`src/rtl/bs_pack_out.sv`:
```
// MSB-first variable-length code packer with ready/valid on both sides and flush-to-byte.
// Define BS_PACK_OUT_BYTE_REV_EN to byte-reverse each output word (first stream byte in dat_o[7:0]).
module bs_pack_out #(
  parameter int DATA_WD = 32,
  parameter int NUMB_WD = 5,
  parameter int BYTE_WD = 3
) (
  input  logic               clk,
  input  logic               rst,
  input  logic               val_i,
  input  logic               flush_i,
  output logic               rdy_o,
  input  logic [DATA_WD-1:0] dat_i,
  input  logic [NUMB_WD-1:0] numb_i,
  output logic               val_o,
  input  logic               rdy_i,
  output logic [DATA_WD-1:0] dat_o,
  output logic [BYTE_WD-1:0] byte_o,
  output logic               last_o
);

  typedef enum logic {RUN = 1'b0, FLUSH = 1'b1} state_t;

  localparam logic [BYTE_WD-1:0] FULL_BYTES = BYTE_WD'(DATA_WD / 8);
  localparam logic [NUMB_WD:0]   WD_SUM     = (NUMB_WD + 1)'(DATA_WD);

  state_t               state_q;
  logic [2*DATA_WD-1:0] buf_q;
  logic [NUMB_WD-1:0]   ptr_q;
  logic                 pend_q;
  logic                 val_q;
  logic [DATA_WD-1:0]   dat_q;
  logic [BYTE_WD-1:0]   byte_q;
  logic                 last_q;

  logic                 slot_free_s;
  logic                 accept_s;
  logic [DATA_WD-1:0]   mask_s;
  logic [NUMB_WD:0]     len_s;
  logic [2*DATA_WD-1:0] buf_d;
  logic [2*DATA_WD-1:0] word_wide_s;
  logic [NUMB_WD:0]     sum_s;
  logic [NUMB_WD:0]     ptr_wide_s;
  logic [NUMB_WD-1:0]   ptr_d;
  logic                 full_s;
  logic [DATA_WD-1:0]   word_full_s;

  // Remainder bits sit at the bottom of the buffer; move them to the top of a word.
  function automatic logic [DATA_WD-1:0] align_rem(input logic [DATA_WD-1:0] lo,
                                                   input logic [NUMB_WD-1:0] p);
    logic [NUMB_WD:0] sh;
    sh = WD_SUM - {1'b0, p};
    return lo << sh;
  endfunction

  function automatic logic [BYTE_WD-1:0] ceil_bytes(input logic [NUMB_WD-1:0] p);
    logic [NUMB_WD:0] t;
    t = {1'b0, p} + (NUMB_WD + 1)'(7);
    return t[NUMB_WD:3];
  endfunction

  function automatic logic [DATA_WD-1:0] fmt_word(input logic [DATA_WD-1:0] w);
`ifdef BS_PACK_OUT_BYTE_REV_EN
    logic [DATA_WD-1:0] r;
    r = '0;
    for (int i = 0; i < DATA_WD / 8; i++) begin
      r[8*i +: 8] = w[DATA_WD-8-8*i +: 8];
    end
    return r;
`else
    return w;
`endif
  endfunction

  assign slot_free_s = !val_q | rdy_i;
  assign rdy_o       = (state_q == RUN) & slot_free_s & !rst;
  assign accept_s    = (val_i | flush_i) & rdy_o;

  assign val_o  = val_q;
  assign dat_o  = dat_q;
  assign byte_o = byte_q;
  assign last_o = last_q;

  // Append the masked code and work out whether a full word falls out of the buffer.
  always_comb begin
    mask_s = {DATA_WD{1'b1}} >> (NUMB_WD'(DATA_WD - 1) - numb_i);
    len_s  = {1'b0, numb_i} + (NUMB_WD + 1)'(1);
    if (val_i) begin
      buf_d = (buf_q << len_s) | {{DATA_WD{1'b0}}, dat_i & mask_s};
      sum_s = {1'b0, ptr_q} + len_s;
    end else begin
      buf_d = buf_q;
      sum_s = {1'b0, ptr_q};
    end
    full_s = (sum_s >= WD_SUM);
    if (full_s) begin
      ptr_wide_s = sum_s - WD_SUM;
    end else begin
      ptr_wide_s = sum_s;
    end
    ptr_d       = ptr_wide_s[NUMB_WD-1:0];
    word_wide_s = buf_d >> (sum_s - WD_SUM);
    word_full_s = word_wide_s[DATA_WD-1:0];
  end

  // Packing state, FSM and the registered output slot.
  always_ff @(posedge clk or posedge rst) begin
    if (rst) begin
      state_q <= RUN;
      buf_q   <= '0;
      ptr_q   <= '0;
      pend_q  <= 1'b0;
      val_q   <= 1'b0;
      dat_q   <= '0;
      byte_q  <= '0;
      last_q  <= 1'b0;
    end else begin
      if (val_q && rdy_i) begin
        val_q <= 1'b0;
      end
      case (state_q)
        RUN: begin
          if (accept_s) begin
            buf_q <= buf_d;
            ptr_q <= ptr_d;
            if (full_s) begin
              val_q  <= 1'b1;
              dat_q  <= fmt_word(word_full_s);
              byte_q <= FULL_BYTES;
              last_q <= flush_i && (ptr_d == '0);
              if (flush_i && (ptr_d != '0)) begin
                state_q <= FLUSH;
                pend_q  <= 1'b1;
              end
            end else if (flush_i) begin
              // Slot is known free here, so the tail goes out right away; FLUSH is just the bubble.
              val_q   <= 1'b1;
              dat_q   <= fmt_word(align_rem(buf_d[DATA_WD-1:0], ptr_d));
              byte_q  <= ceil_bytes(ptr_d);
              last_q  <= 1'b1;
              buf_q   <= '0;
              ptr_q   <= '0;
              state_q <= FLUSH;
              pend_q  <= 1'b0;
            end
          end
        end
        FLUSH: begin
          if (!pend_q) begin
            state_q <= RUN;
          end else if (slot_free_s) begin
            val_q   <= 1'b1;
            dat_q   <= fmt_word(align_rem(buf_q[DATA_WD-1:0], ptr_q));
            byte_q  <= ceil_bytes(ptr_q);
            last_q  <= 1'b1;
            buf_q   <= '0;
            ptr_q   <= '0;
            pend_q  <= 1'b0;
            state_q <= RUN;
          end
        end
        default: begin
          state_q <= RUN;
          pend_q  <= 1'b0;
        end
      endcase
    end
  end

endmodule

```
`config.mk`:
```
export PLATFORM = sky130hd
export DESIGN_NAME = bs_pack_out
export DESIGN_NICKNAME = d
export VERILOG_FILES = /design/src/rtl/bs_pack_out.sv
export SDC_FILE = /design/constraint.sdc
export NUM_CORES = 1
export LEC_CHECK = 0
export BUFFER_PORTS_ARGS = -buffer_cell sky130_fd_sc_hd__buf_2
export CORE_ASPECT_RATIO = 0.5
export CORE_UTILIZATION = 23
export DETAILED_ROUTE_END_ITERATION = 8
export PLACE_DENSITY = 0.47
export SLEW_MARGIN = 20
export SYNTH_ARGS = -nofsm -noshare
export SYNTH_HDL_FRONTEND = slang
export SYNTH_SLANG_ARGS = --single-unit
```
`constraint.sdc`:
```
create_clock -name clk -period 7.6 [get_ports clk]
set_clock_uncertainty 0.1 [all_clocks]
set_input_delay 1.52 -clock clk [delete_from_list [all_inputs] [get_ports clk]]
set_output_delay 1.52 -clock clk [all_outputs]
set_load 0.005 [all_outputs]
```
==> results.py, run 1 <==
metrics = {
    "status": {
        "outcome": "finished clean",
    },
    "routing": {
        "drtPass1Iterations": 7,
        "num_vias": 22310,
        "finalWirelength_mm": 117.1,
        "post-route-drc-count": 0,
        "vias_per_cell": 6.523,
        "antenna_violating_nets_post_route": 0,
        "number_of_drc_markers_after_the_initial_detailed_route_iteration": 3890,
        "route.detailed.wl_per_inst_um": 34.24,
    },
    "critical_path": {
        "slowest_delay_ns": 0.69,
        "critical_path.slowest_cell": "sky130_fd_sc_hd__a31oi_1",
        "arrival_ns": 7.02,
        "worstPathCellList": "buf_2 -> inv_1 -> ha_4 -> buf_4 -> inv_2 -> mux2_2 -> a32o_1 -> a31oi_1 -> mux2_2 -> mux2i_1 -> mux2i_1 -> a211oi_1 -> nor4b_1 -> a31oi_1",
        "critical_path_depth": 14,
        "timing.critical_path.max_delay_family": "multiplexers",
        "required_time_of_the_worst_setup_path_ns": 7.76,
        "cp-end-kind": "flop",
        "cp_max_fo": 37,
        "timing_worst_setup_path_type": "in -> reg",
        "path_buf_inv": 4,
        "reg2reg_depth": 12,
        "cp-start-kind": "primary input",
    },
    "yosys": {
        "yosys.area.top_type_share_pct": 14.75,
        "synth_simple_gate_area_share_pct": 20.64,
        "synth_top_family_by_area": "compound AO/OA/AOI/OAI gates",
        "ys_top_cells_by_area": "sky130_fd_sc_hd__dfrtp_1 15%, sky130_fd_sc_hd__mux2i_1 8.6%, sky130_fd_sc_hd__mux4_2 8.3%",
        "synthTopCellsByCount": "292 x sky130_fd_sc_hd__nand2_1, 246 x sky130_fd_sc_hd__nor2_1, 169 x sky130_fd_sc_hd__a21oi_1",
        "post-synth-top-count-cell": "sky130_fd_sc_hd__nand2_1",
        "synth-seq-cells": 107,
        "synth-adder-area-share_pct": 1.144,
        "syn_nets": 2478,
        "synth-async-reset-ratio_pct": 100.0,
        "synthDominantAreaCellType": "sky130_fd_sc_hd__dfrtp_1",
        "synthMuxAreaShare_pct": 24.42,
        "yosys_most_used_dff": "sky130_fd_sc_hd__dfrtp_1",
        "postSynthCellCount": 2420,
        "seq_area_frac_synth_pct": 14.75,
        "synth-compound-area-share_pct": 31.90,
        "syn-cell-area_mm2": 0.01816,
        "synth_edf_count": 0,
        "synth.distinct_cells": 97,
        "synth-warning-count": 0,
        "post_syn_area_per_cell_um2": 7.503,
        "synth-xor-area-share_pct": 0.7787,
    },
    "clocking": {
        "post_cts_buffers": 0,
        "cts_root_buffer": "sky130_fd_sc_hd__clkbuf_16",
        "cts.clk_slew.worst_paths_ns": 0.10,
        "post_cts.resized_instances": 0,
        "postCtsHoldBufs": 0,
        "numClockSinks": 107,
        "cts_buffer_count": 9,
        "clkLatencyLatePin_ns": 0.44,
        "htree_num_levels": 3,
        "tritoncts": "yes",
        "buffer_levels_on_the_longest_clock_path": 2,
    },
    "timing": {
        "whs_ns": 0.3924,
        "rsz_0062_raised_after_global_routing": "no",
        "fin_crit_ns": 6.852,
        "normalized_max_slew_margin_pct": 16.29,
        "post-route-period-util_pct": 90.16,
        "fmax_mhz": 145.9,
        "report.final.setup_viol": 0,
        "slew_viol_final": 0,
        "fin_setup_tns_ns": 0,
        "worst-slew-pin-transition_ns": 1.242,
        "hold_viol_final": 0,
    },
    "place": {
        "globalplace.congestion": 1.063,
        "buffer_ports.inserted": 79,
        "post-dp-hpwl_mm": 90.74,
    },
    "pwr": {
        "pwr_density_cell_mw_per_mm2": 327.1,
        "p_leak_nw": 7.609,
        "ir_drop_worst_vdd_uv": 217.4,
    },
    "die": {
        "placement_rows": 72,
        "initial_cell_density_of_the_core_pct": 23.38,
        "chipHeight_um": 200.7,
        "io_pins": 80,
        "die_w_um": 399.4,
        "design.die.area_mm2": 0.08014,
        "core_area_mm2": 0.07765,
    },
    "run": {
        "drv_cap": 0,
    },
    "global_routing": {
        "number_of_antenna_violations_at_the_first_check_in_global_routing": 3,
        "grt_overflow": 0,
        "first_global_vias": 20330,
        "globalRouteTotalUtil_pct": 28.39,
        "grt_start_max_net_pins": 78,
        "grt_pass1_wl_mm": 163.9,
    },
    "cells_and_area": {
        "layout.area.seq_mm2": 0.002678,
        "finalCoreUtilization_pct": 25.88,
        "area_added_between_synthesis_and_finish_pct": 10.67,
        "fill_cells": 8667,
        "drive_gt1_share_pct": 18.60,
        "combined_area_of_the_multi_input_logic_cells_mm2": 0.01453,
        "num-nets-final": 2435,
    },
    "hold_path": {
        "timing.hold.worst_path_depth": 2,
        "classification_of_the_worst_slack_hold_path": "reg -> reg",
    },
}
-- per-layer routing --
metal  wire length (µm)  global-route usage, %
met2              47160                  39.47
met5                 13                      0
met3              13280                  5.812
met1              51210                  41.97
met4               5431                  11.38
-- sequential cells by signal (all words and copies together) (netlist names) --
| name | cells |
|---|---|
| state_q | 1 |
| val_o | 1 |
| buf_q | 63 |
| byte_o | 3 |
| ptr_q | 5 |
| last_o | 1 |
| dat_o | 32 |
| pend_q | 1 |
-- per-stage QoR --
step / instances / total power, mW / instance area, µm² / setup slack (ns)
global placement: 3402 / 5.809 / 19750 / 0.5387
floorplan: 2420 / 3.728 / 18160 / 0.6297
global route: 3418 / 6.770 / 20090 / 0.5407
detailed placement: 3402 / 5.742 / 19750 / 0.6005
finish: 3420 / 6.574 / 20090 / 0.7476
CTS: 3418 / 6.339 / 20060 / 1.037
-- cells in the final DEF, fill, tap and decap left out, types with 29 or more instances in the layout --
master	netlist	routed
sky130_fd_sc_hd__a211oi_1	41	41
sky130_fd_sc_hd__nor2_1	246	245
sky130_fd_sc_hd__o221ai_1	29	29
sky130_fd_sc_hd__dfrtp_1	107	107
sky130_fd_sc_hd__mux2_2	110	109
sky130_fd_sc_hd__a31oi_1	52	52
sky130_fd_sc_hd__buf_4	6	94
sky130_fd_sc_hd__mux4_2	67	67
sky130_fd_sc_hd__nor3_1	58	55
sky130_fd_sc_hd__o22ai_1	43	43
sky130_fd_sc_hd__nand2_1	292	291
sky130_fd_sc_hd__a22o_1	30	30
sky130_fd_sc_hd__o21ai_0	157	156
sky130_fd_sc_hd__mux2i_1	156	156
sky130_fd_sc_hd__buf_2	29	78
sky130_fd_sc_hd__inv_1	39	37
sky130_fd_sc_hd__nand3_1	86	86
sky130_fd_sc_hd__a21oi_1	169	167
-- logic make-up (layout without fill, tap and decap cells) --
| logic type | count (synthesis) | count (layout) |
|---|---|---|
| mux | 343 | 343 |
| compound gates | 838 | 838 |
| other cells | 0 | 2 |
| buf+inv | 270 | 232 |
| flops | 107 | 107 |
| fa+ha+maj | 16 | 16 |
| xor+xnor | 14 | 14 |
| simple gates | 832 | 832 |
-- worst register-to-register path, delay by kind of cell, from the launching register on --
| family | cells | cell delay [ns] |
|---|---|---|
| AO/OA/AOI/OAI | 5 | 1.87 |
| AND/OR/NAND/NOR | 4 | 1.29 |
| adder cells (fa/ha/maj) | 1 | 1.06 |
| flip-flops | 1 | 0.67 |
| multiplexers | 1 | 0.43 |
| buffers and inverters | 1 | 0.28 |
-- final timing paths --
kind | start | end | slack (ns)
setup / recovery | numb_i[1] | dat_o[24] | 0.75
hold / removal | byte_o[2] | byte_o[2] | 0.39
setup reg to reg | ptr_q[1] | dat_o[28] | 1.74
hold reg to reg | byte_o[2] | byte_o[2] | 0.39
max in group asynchronous | rst | buf_q[57] | 4.81
min in group asynchronous | rst | buf_q[0] | 1.10
-- power by group --
part | internal [mW] | total (mW) | switching, mW
sequential | 0.724 | 1.03 | 0.307
combinational | 1.53 | 4.96 | 3.43
clock | 0.264 | 0.578 | 0.315
-- layout make-up --
type | count | share of cell area (%)
repair buffers | 173 | 5.554
flip-flops and latches | 107 | 13.33
well taps | 1036 | 6.451
multi-input cells | 2043 | 72.29
clock buffers | 9 | 1.121
inverters | 43 | 0.8281
diodes | 2 | 0.02491
clock inverters | 7 | 0.4110
(Power assumes the default switching activity.)
==> run 2: changes to the inputs <==
CORE_UTILIZATION = 35   (was 23)
PLACE_DENSITY = 0.6   (was 0.47)
REMOVE_ABC_BUFFERS = 1   (was default)
==> run 2 against run 1 <==
  * The flow now finishes with violations (DRC)
  * Sequential power about the same
  * First-iteration DRC count is 13% higher
  * Routed wire length increased by 0.79%
  * Highest routed layer is now met4
==> results.py, run 2 (synthesis gave the netlist of run 1 again) <==
metrics = {
    "status": {
        "outcome": "complete, but fails checks",
        "failed_checks": "DRC",
    },
    "critical_path": {
        "path_buf_inv": 3,
        "timing.critical_path.max_delay_family": "XOR/XNOR gates",
        "slowest_delay_ns": 0.83,
        "timing_worst_setup_path_type": "in -> reg",
        "critical_path.slowest_cell": "sky130_fd_sc_hd__xnor2_2",
        "arrival_ns": 7.03,
        "required_time_of_the_worst_setup_path_ns": 7.79,
        "cp-startpoint": "numb_i[1]",
        "cp_max_fo": 30,
        "cp-end-kind": "flop",
        "r2r_start": "ptr_q[0]",
        "worstPathCellList": "buf_2 -> ha_1 -> inv_1 -> ha_4 -> ha_1 -> xnor2_1 -> a21o_2 -> nand2_1 -> xnor2_2 -> buf_4 -> nor4_1 -> nor3_1 -> o31ai_1 -> nor4_1 -> a31oi_1",
        "cp-start-kind": "primary input",
    },
    "clocking": {
        "post_cts.resized_instances": 0,
        "cts.clk_slew.worst_paths_ns": 0.09,
        "postCtsHoldBufs": 0,
        "tritoncts": "yes",
        "cts_root_buffer": "sky130_fd_sc_hd__clkbuf_16",
        "buffer_levels_on_the_longest_clock_path": 2,
        "numClockSinks": 107,
        "clkLatencyLatePin_ns": 0.41,
        "htree_num_levels": 3,
        "cts_buffer_count": 9,
        "post_cts_buffers": 0,
    },
    "die": {
        "core_area_mm2": 0.05073,
        "initial_cell_density_of_the_core_pct": 35.79,
        "io_pins": 80,
        "die_w_um": 324.1,
        "placement_rows": 58,
        "design.die.area_mm2": 0.05285,
        "chipHeight_um": 163.1,
    },
    "hold_path": {
        "classification_of_the_worst_slack_hold_path": "reg -> reg",
        "worstHoldStart": "last_o",
    },
    "routing": {
        "post-route-drc-count": 4,
        "drtPass1Iterations": 9,
        "route.detailed.wl_per_inst_um": 38.23,
        "num_vias": 22780,
        "vias_per_cell": 7.379,
        "antenna_violating_nets_post_route": 0,
        "number_of_drc_markers_after_the_initial_detailed_route_iteration": 4404,
        "finalWirelength_mm": 118.0,
    },
    "timing": {
        "fmax_mhz": 146.2,
        "post-route-period-util_pct": 90.03,
        "slew_viol_final": 0,
        "fin_crit_ns": 6.842,
        "fin_setup_tns_ns": 0,
        "normalized_max_slew_margin_pct": 14.40,
        "report.final.setup_viol": 0,
        "whs_ns": 0.3875,
        "rsz_0062_raised_after_global_routing": "no",
        "hold_viol_final": 0,
        "worst-slew-pin-transition_ns": 1.275,
    },
    "global_routing": {
        "number_of_antenna_violations_at_the_first_check_in_global_routing": 6,
        "grt_pass1_wl_mm": 164.9,
        "grt_start_max_net_pins": 67,
        "grt_overflow": 0,
        "first_global_vias": 20750,
        "globalRouteTotalUtil_pct": 44.31,
    },
    "place": {
        "globalplace.congestion": 1.056,
        "buffer_ports.inserted": 79,
        "post-dp-hpwl_mm": 91.19,
    },
    "cells_and_area": {
        "regMostFlops": "buf_q",
        "mostFrequentLayoutCell": "sky130_fd_sc_hd__nand2_1",
        "area_added_between_synthesis_and_finish_pct": 8.586,
        "layout.cells.most_common_list": "291 x sky130_fd_sc_hd__nand2_1, 245 x sky130_fd_sc_hd__nor2_1, 167 x sky130_fd_sc_hd__a21oi_1",
        "num-nets-final": 2449,
        "flip_flop_count_of_the_largest_register_after_layout": 63,
        "finalCoreUtilization_pct": 38.87,
        "drive_gt1_share_pct": 18.91,
    },
    "pwr": {
        "post-layout-total-power_mw": 6.629,
        "pwr_density_cell_mw_per_mm2": 336.2,
        "p_leak_nw": 7.656,
        "ir_drop_worst_vdd_uv": 165.5,
    },
    "run": {
        "drv_cap": 0,
    },
}
==> run 2: worst register-to-register path, stage by stage, from the launching register on <==
cell	delay [ns]
sky130_fd_sc_hd__dfrtp_1	0.47
sky130_fd_sc_hd__ha_1	0.30
sky130_fd_sc_hd__fa_1	0.49
sky130_fd_sc_hd__xnor2_1	0.58
sky130_fd_sc_hd__a21o_2	0.54
sky130_fd_sc_hd__nand2_1	0.29
sky130_fd_sc_hd__xnor2_2	0.83
sky130_fd_sc_hd__buf_4	0.34
sky130_fd_sc_hd__nor4_1	0.08
sky130_fd_sc_hd__nor3_1	0.60
sky130_fd_sc_hd__o31ai_1	0.21
sky130_fd_sc_hd__nor4_1	0.41
sky130_fd_sc_hd__a31oi_1	0.14
==> run 2: final timing paths <==
check | to | slack, ns | cells after the start
min | last_o | 0.39 | 2
max reg2reg | dat_o[28] | 2.12 | 12
min in group asynchronous | ptr_q[3] | 1.17 | 2
max in group asynchronous | dat_o[25] | 4.70 | 3
min reg2reg | last_o | 0.39 | 2
max | dat_o[28] | 0.76 | 15
==> run 2: power by group <==
part / switching [mW] / leakage (nW) / total [mW] / internal [mW]
sequential: 0.292 / 1.38 / 1.02 / 0.724
combinational: 3.51 / 6.13 / 5.04 / 1.54
clock: 0.301 / 0.146 / 0.569 / 0.268
total: 4.10 / 7.66 / 6.63 / 2.53
==> run 2: final cells by class <==
class,instances,area [µm²]
Sequential cell,107,2678
Fill cell,5391,31010
Multi-Input combinational cell,2043,14480
Antenna cell,1,2.502
Inverter,43,166.4
Clock buffer,11,242.7
Timing Repair Buffer,187,1221
Tap cell,690,863.3
Clock inverter,5,60.06
==> run 2: metrics by stage <==
| step | std cells | setup WS [ns] | area [µm²] |
|---|---|---|---|
| final | 3087 | 0.7581 | 19720 |
| after global routing | 3086 | 0.6395 | 19710 |
| after global placement | 3070 | 0.6824 | 19410 |
| after floorplan | 2193 | -5.364 | 17160 |
| after detailed placement | 3070 | 0.6829 | 19410 |
| after CTS | 3086 | 1.084 | 19710 |
==> run 2: per-layer routing <==
metal	track usage (%)	vias to the layer above	share of wire (%)
li1	-	9291	-
met2	57.09	1846	37
met3	17.71	206	15
met5	0	-	0
met4	12.50	0	3.1
met1	65.75	11440	44
